### src/rtl/wb_stream_writer.sv
// wb_stream_writer: stream-to-memory DMA, buffers a valid/ready stream in a FIFO and writes it out as Wishbone incrementing bursts
module wb_stream_writer #(
  parameter int WB_AW = 32,
  parameter int WB_DW = 32,
  parameter int FIFO_AW = 6
) (
  input  logic               wb_clk_i,
  input  logic               wb_rst_i,
  output logic [WB_AW-1:0]   wbm_adr_o,
  output logic [WB_DW-1:0]   wbm_dat_o,
  output logic [WB_DW/8-1:0] wbm_sel_o,
  output logic               wbm_we_o,
  output logic               wbm_cyc_o,
  output logic               wbm_stb_o,
  output logic [2:0]         wbm_cti_o,
  output logic [1:0]         wbm_bte_o,
  input  logic               wbm_ack_i,
  input  logic               wbm_err_i,
  input  logic [WB_DW-1:0]   stream_s_data_i,
  input  logic               stream_s_valid_i,
  output logic               stream_s_ready_o,
  input  logic               enable,
  input  logic [WB_AW-1:0]   start_adr,
  input  logic [WB_AW-1:0]   buf_size,
  input  logic [WB_AW-1:0]   burst_size,
  output logic               busy,
  output logic [WB_DW-1:0]   tx_cnt,
  output logic               err
);
  localparam int DEPTH = 1 << FIFO_AW;
  localparam int CW = FIFO_AW + 1;
  typedef enum logic [1:0] {IDLE, FILL, BURST} state_t;
  state_t state, state_n;
  logic [WB_DW-1:0] mem [0:DEPTH-1];
  logic [FIFO_AW-1:0] wptr, rptr;
  logic [CW-1:0] cnt;
  logic [WB_AW-1:0] adr, rem, blen, bcnt, beats;
  logic push, pop, fail, start, last, launch;
  assign push = stream_s_valid_i && stream_s_ready_o;
  assign pop = state == BURST && wbm_ack_i && !wbm_err_i;
  assign fail = state == BURST && wbm_err_i;
  assign start = state == IDLE && enable && buf_size != '0;
  assign beats = blen < rem ? blen : rem;
  assign last = bcnt == WB_AW'(1);
  assign launch = state == FILL && WB_AW'(cnt) >= beats;
  assign stream_s_ready_o = cnt != CW'(DEPTH);
  assign wbm_adr_o = adr;
  assign wbm_dat_o = mem[rptr];
  assign wbm_sel_o = '1;
  assign wbm_we_o = state == BURST;
  assign wbm_cyc_o = state == BURST;
  assign wbm_stb_o = state == BURST;
  assign wbm_cti_o = state == BURST ? (last ? 3'b111 : 3'b010) : 3'b000;
  assign wbm_bte_o = 2'b00;
  assign busy = state != IDLE;
  always_comb begin
    state_n = state;
    state_n = start ? FILL :
              launch ? BURST :
              fail ? IDLE :
              (pop && last) ? (rem == WB_AW'(1) ? IDLE : FILL) : state;
  end
  always_ff @(posedge wb_clk_i or posedge wb_rst_i)
    if (wb_rst_i) state <= IDLE;
    else state <= state_n;
  always_ff @(posedge wb_clk_i)
    if (push) mem[wptr] <= stream_s_data_i;
  always_ff @(posedge wb_clk_i or posedge wb_rst_i)
    if (wb_rst_i) begin
      wptr <= '0;
      rptr <= '0;
      cnt <= '0;
    end else begin
      if (push) wptr <= wptr + FIFO_AW'(1);
      if (pop) rptr <= rptr + FIFO_AW'(1);
      cnt <= cnt + CW'(push) - CW'(pop);
    end
  // An errored beat is neither popped nor counted, so unsent data stays queued
  always_ff @(posedge wb_clk_i or posedge wb_rst_i)
    if (wb_rst_i) begin
      adr <= '0;
      rem <= '0;
      blen <= '0;
      bcnt <= '0;
      tx_cnt <= '0;
      err <= 1'b0;
    end else begin
      if (start) begin
        adr <= start_adr;
        rem <= buf_size;
        blen <= burst_size == '0 ? WB_AW'(1) : burst_size > WB_AW'(DEPTH) ? WB_AW'(DEPTH) : burst_size;
        tx_cnt <= '0;
        err <= 1'b0;
      end
      if (launch) bcnt <= beats;
      if (pop) begin
        adr <= adr + WB_AW'(4);
        rem <= rem - WB_AW'(1);
        bcnt <= bcnt - WB_AW'(1);
        tx_cnt <= tx_cnt + WB_DW'(1);
      end
      if (fail) err <= 1'b1;
    end
endmodule

### config.mk
export PLATFORM = sky130hd
export DESIGN_NAME = wb_stream_writer
export DESIGN_NICKNAME = d
export VERILOG_FILES = /design/src/rtl/wb_stream_writer.sv
export SDC_FILE = /design/constraint.sdc
export NUM_CORES = 2
export LEC_CHECK = 0
export ABC_AREA = 0
export BUFFER_PORTS_ARGS = -buffer_cell sky130_fd_sc_hd__buf_2
export CAP_MARGIN = 10
export CORE_MARGIN = 5
export CORE_UTILIZATION = 45
export CTS_CLUSTER_DIAMETER = 50
export DETAILED_ROUTE_END_ITERATION = 12
export GPL_TIMING_DRIVEN = 1
export PLACE_DENSITY = 0.7
export SYNTH_ARGS = -nofsm -noshare
export SYNTH_HDL_FRONTEND = slang
export SYNTH_SLANG_ARGS = --single-unit
### constraint.sdc
create_clock -name wb_clk_i -period 5.3 [get_ports wb_clk_i]
set_clock_uncertainty 0.05 [all_clocks]
set_input_delay 0.265 -clock wb_clk_i [delete_from_list [all_inputs] [get_ports wb_clk_i]]
set_output_delay 0.265 -clock wb_clk_i [all_outputs]
set_load 0.05 [all_outputs]
* Word level (Yosys, flattened, before mapping)
Memories as Yosys holds them, arrays and structs flattened.
Cells that the tools add are included.
** Storage, ports and cells
- Bits in registers :: 182
- Memory bits (writable) :: 2048
- Output and inout bits :: 111
- Word-level logic and storage cells :: 66
- Memories kept :: 1
** Memories
- mem :: words 64, width 32, read ports 1, clocked after memory_dff 0, write ports 1, line 34 : logic [WB_DW-1:0] mem [0:DEPTH-1];
** Cells by class
- Add/subtract/negate cells :: 8
- $lt $le $gt $ge :: 3
- Equality and inequality tests :: 5
- Multiplexer cells :: 22
- Reduce and logical (&&, ||, !) cells :: 17
** Operator list (number)
- two-way mux 32 bit :: 11
- == test 32 x 1 -> 1 bit (second input constant) :: 2
- subtractor 32 x 1 -> 32 bit (second input constant) :: 2
- adder 32 x 1 -> 32 bit (second input constant) :: 1
- adder 32 x 3 -> 32 bit (second input constant) :: 1
- >= comparator 7 x 32 -> 1 bit :: 1
- greater-than comparator 32 x 7 -> 1 bit (second input constant) :: 1
- zero test 32 bit :: 1
- less-than comparator 32 bit :: 1
- nonzero test 32 bit :: 1
- adder 6 x 1 -> 6 bit (second input constant) :: 2
- logical AND 1 bit :: 8
- two-way mux 2 bit :: 4
- nonzero test 2 bit :: 4
- adder 7 x 1 -> 7 bit :: 1
- inequality test 7 bit (second input constant) :: 1
- subtractor 7 x 1 -> 7 bit :: 1
- two-way mux 3 bit :: 2
- two-way mux 1 bit :: 5
- nonzero test 4 bit :: 1
- == test 2 x 1 -> 1 bit (second input constant) :: 1
- == test 2 bit (second input constant) :: 1
- zero test 2 bit :: 1
- zero test 1 bit :: 1

* Depth between registers and ports, before layout
- Depth in word-level cells :: 8
- Gate-level depth with buffers :: 19
- Depth with buffers taken out :: 17

* Least setup slack after synthesis
OpenSTA, ideal clock, no wires.
- Path type :: reg2reg
- Start point :: register rem[21]
- End point :: register bcnt[2]
- Setup time :: 0.130 ns
- Data arrival time :: 3.902 ns
- Required time :: 5.120 ns
- Path slack :: 1.218 ns
- Stages on the path, launching flop included :: 19
- Buffers on the path :: 2
- Clock period less this slack :: 4.082 ns
- Path through :: dfrtp_1 -> inv_1 -> ha_1 -> a21oi_1 -> o21ai_0 -> a221oi_1 -> nand2_1 -> nor2_1 -> buf_2 -> mux2_2 -> ha_1 -> nand2b_1 -> a211o_1 -> a21oi_1 -> or3_1 -> o311a_2 -> buf_6 -> a21oi_2 -> o221ai_2
** Between the ends
- Longest elaborated chain between the ends :: 5
** Ends and longest elaborated chain
- from (decl) :: line 37 : logic [WB_AW-1:0] adr, rem, blen, bcnt, beats;
- from (signal assigned) :: line 90 : rem <= buf_size;
- from (signal assigned) :: line 98 : rem <= rem - WB_AW'(1);
- less-than comparator 32 bit :: line 43 : assign beats = blen < rem ? blen : rem;
- two-way mux 32 bit * :: line 43
- >= comparator 7 x 32 -> 1 bit :: line 45 : assign launch = state == FILL && WB_AW'(cnt) >= beats;
- logical AND 1 bit :: line 45
- nonzero test 2 bit (no line)
- to (signal assigned) :: line 95 : if (launch) bcnt <= beats;
- to (signal assigned) :: line 99 : bcnt <= bcnt - WB_AW'(1);
- to (decl) :: line 37
Every way passes the cells marked *; elsewhere a longest branch is shown, timed or not. The select of a mux whose other input is x is not followed.
A chain may end at the register's enable or synchronous reset.

* Final worst setup path
- Start point :: register rptr[0]
- End point :: output wbm_dat_o[4]
** Between the ends
- Longest elaborated chain between the ends :: 1
** Ends and longest elaborated chain
- from (decl) :: line 35 : logic [FIFO_AW-1:0] wptr, rptr;
- from (signal assigned) :: line 75 : if (pop) rptr <= rptr + FIFO_AW'(1);
- memory read (64 x 32 bit)
- to (decl) :: line 10 : output logic [WB_DW-1:0] wbm_dat_o,
Every way passes these cells.

==> PnR_summary.wiki <==
{| class="wikitable"
! Metric !! Value
|-
| Max_slew headroom || 0.157
|-
| Worst Path Arrival || 4390 ps
|-
| Number of violations of the max-capacitance limit || 0
|-
| Number of design-rule violations left by the first detailed-router iteration || 5081
|-
| Worst Setup Start Kind || flip-flop
|-
| Yosys Warn Count || 0
|-
| Number of flops mapped to enable cells by yosys || 2048
|-
| Top-level I/O count || 245
|-
| Synth Area in Adders || 0.00806
|-
| Routability congestion estimate from global placement || 0.880
|-
| Final hold violations || 0
|-
| Final setup vio count || 0
|-
| Root Driver || clkbuf_16
|-
| Vias per std cell || 6.01
|-
| Antenna violations before repair || 30
|-
| Pwr/cell area || 370 nW/um^2
|-
| Synthesized-area fraction occupied by xor and xnor cells || 0.00359
|-
| Proportion of synthesized flip-flops having asynchronous set or reset || 0.0816
|-
| Number of library cell types mapped by synthesis || 75
|-
| Result of the run || finished clean
|-
| Pin count of the biggest net entering global routing || 84
|-
| Leading post-synthesis cells by cell area || edfxtp_1 70%, mux4_2 17%, dfrtp_1 5.2%, ha_1 0.78%, nand2_1 0.63%
|-
| Number of buffers between clock root and the deepest sink || 3
|-
| Number of clock buffers inserted by TritonCTS || 219
|-
| Worst hold-check slack || 9.69 ps
|-
| Portion of synthesized cell area occupied by the leading cell type || 0.700
|-
| Total standard cell area after synthesis || 87900 um^2
|-
| Residual DRC || 0
|-
| Dominant combinational cell family by area after synthesis || multiplexers
|-
| CORE AREA || 195000 um^2
|-
| Average footprint of a synthesized cell || 21.5 um^2
|-
| Final Power || 37.6 mW
|-
| Post-layout net count || 4779
|-
| Transition at the pin with the smallest max-transition slack || 1260 ps
|-
| Kind of capture point of the worst setup path || output pin
|-
| Period utilization || 0.889
|-
| Predominant post-synthesis flop cell || edfxtp_1
|-
| Number of resized instances in the post-cts repair step || 0
|-
| Simple-gate area share of the yosys netlist || 0.0315
|-
| Final global-route overflow total || 0
|-
| Sequential element share of the synthesized area || 0.752
|-
| Total leakage power || 32.2 nW
|-
| CTS tree || built
|-
| Growth of design area from synthesis to finish || 15.8%
|-
| Starting density of the core || 0.452
|-
| Share of post-route cells with drive strength above 1 || 0.310
|-
| Cell types with the highest counts after synthesis || 2048 x edfxtp_1, 672 x mux4_2, 182 x dfrtp_1
|-
| Clock net sink count || 2230
|-
| Fraction of the mapped netlist area in compound gates || 0.0178
|-
| Flop and latch count out of synthesis || 2230
|-
| Achievable frequency || 0.212 GHz
|-
| Worst vdd ir || 0.417 mV
|-
| Clock slew at the register clock pins of the worst setup and hold paths || 60 ps
|-
| ANT nets after route || 0
|-
| Clock latency on the worst-skew pair || 850 ps
|-
| Total vias in the final route || 44100
|-
| First-pass GRT wire length || 311 mm
|-
| Leading cell type by number of instances after synthesis || edfxtp_1
|-
| Yosys top cell by area || edfxtp_1
|-
| Unrepaired setup endpoints after global routing || no
|-
| # Post-CTS Setup Buffers || 0
|-
| Min Clock Period, post-route || 4710 ps
|-
| Number of global-route vias before repair || 44600
|-
| DP HPWL || 126 mm
|-
| Routed wire length || 212 mm
|-
| Worst-path maximum fanout || 42
|-
| Required time at the endpoint of the critical path || 4990 ps
|-
| Cell count after placement || 6807
|-
| Portion of netlist area occupied by mux cells || 0.174
|-
| Die outline height || 452 um
|-
| Area of the die || 204000 um^2
|-
| Gate count of the mapped netlist || 4090
|-
| Accumulated negative setup slack || 0 ps
|-
| Drt pass-1 iters || 5
|-
| Detailed-route wire length per cell || 29.0 um
|-
| Hold/Removal Path Class || in2reg
|-
| Max Transition Viols Final || 0
|-
| Number of port buffers || 238
|-
| Critical path class || reg2out
|-
| Non-filler cells in the finished layout || 7331
|-
| GR Util All Layers || 0.207
|-
| Die width || 452 um
|-
| Level count of the clock H-tree || 4
|-
| Site row count || 162
|}
-- area by class of cell --
class | instances | area [um^2]
fillers | 14700 | 92800
flip-flops and latches | 2230 | 66100
multi-input cells | 1590 | 21200
clock buffers | 265 | 5810
repair buffers | 482 | 3580
well taps | 2542 | 3180
clock inverters | 145 | 1650
inverters | 66 | 255
diodes | 11 | 27.5
-- cell families (layout without fill, tap and decap cells) --
family	Yosys count	after routing
compound gates	234	234
xor+xnor	36	36
fa+ha+maj	56	56
buf+inv	274	958
flops	2230	2230
mux	689	689
other cells	2	17
simple gates	569	569
-- state kept, by name, summed over array words and instances (netlist names) --
register	flops
state	2
tx_cnt	32
mem	2048
cnt	7
wptr	6
rptr	6
rem	32
blen	32
err	1
wbm_adr_o	32
bcnt	32
-- where the power goes --
part / switching [mW] / internal [mW] / total, mW / leakage, nW
registers: 0.186 / 19.8 / 20.0 / 20.9
clock network: 6.69 / 9.13 / 15.8 / 3.64
logic: 1.31 / 0.494 / 1.80 / 7.76
total: 8.18 / 29.4 / 37.6 / 32.2
-- metal layers --
layer | wire (um) | track usage | part of all wire
met5 | 13 | 0 | 0.000061
met4 | 7110 | 0.0676 | 0.033
met3 | 16300 | 0.0361 | 0.077
met2 | 107000 | 0.348 | 0.51
met1 | 81600 | 0.278 | 0.38
-- layout by cell type, fill, tap and decap left out, drive strengths merged, types with 28 or more instances in the layout --
cell,instances
nand3,89
nand2,149
ha,55
dfrtp,182
nor4,37
clkinv,104
mux4,672
nand4,28
dlygate4sd3,103
o21ai,65
nor2,144
clkbuf,265
a21oi,42
and2,28
buf,379
o211ai,37
inv,74
edfxtp,2048
-- stage by stage --
step                setup slack [ps]  area, um^2  utilization
finish                           590      102000        0.523
detailed placement               620       93200        0.479
floorplan                       41.3       87900            -
global route                     334      102000        0.523
global placement                 717       93200        0.479
CTS                              513      102000        0.523
-- worst max-delay path, stage by stage, from the launching register on --
cell,delay [ps]
dfrtp_4,930
buf_12,390
buf_4,330
mux4_2,540
mux4_2,510
mux4_2,500
buf_2,230
-- timing repair --
item / 4_1_cts / 5_1_grt
endpoints found under the setup margin: 0 / 0
endpoints found under the hold margin: 207 / 0
hold buffers: 103 / 0
-- worst paths after layout --
check                                          from       endpoint  slack (ps)  cells after the start
worst max register to register              rem[21]        bcnt[1]         650                     17
max in group asynchronous                  wb_rst_i       bcnt[18]        3370                      5
worst min register to register         wbm_adr_o[0]   wbm_adr_o[0]         420                      2
worst min-delay path            stream_s_data_i[13]    mem[44][13]          10                      2
min in group asynchronous                  wb_rst_i  wbm_adr_o[13]         600                      4
worst max-delay path                        rptr[0]   wbm_dat_o[4]         590                      6
Note: power is estimated with default switching activity, not from simulation.
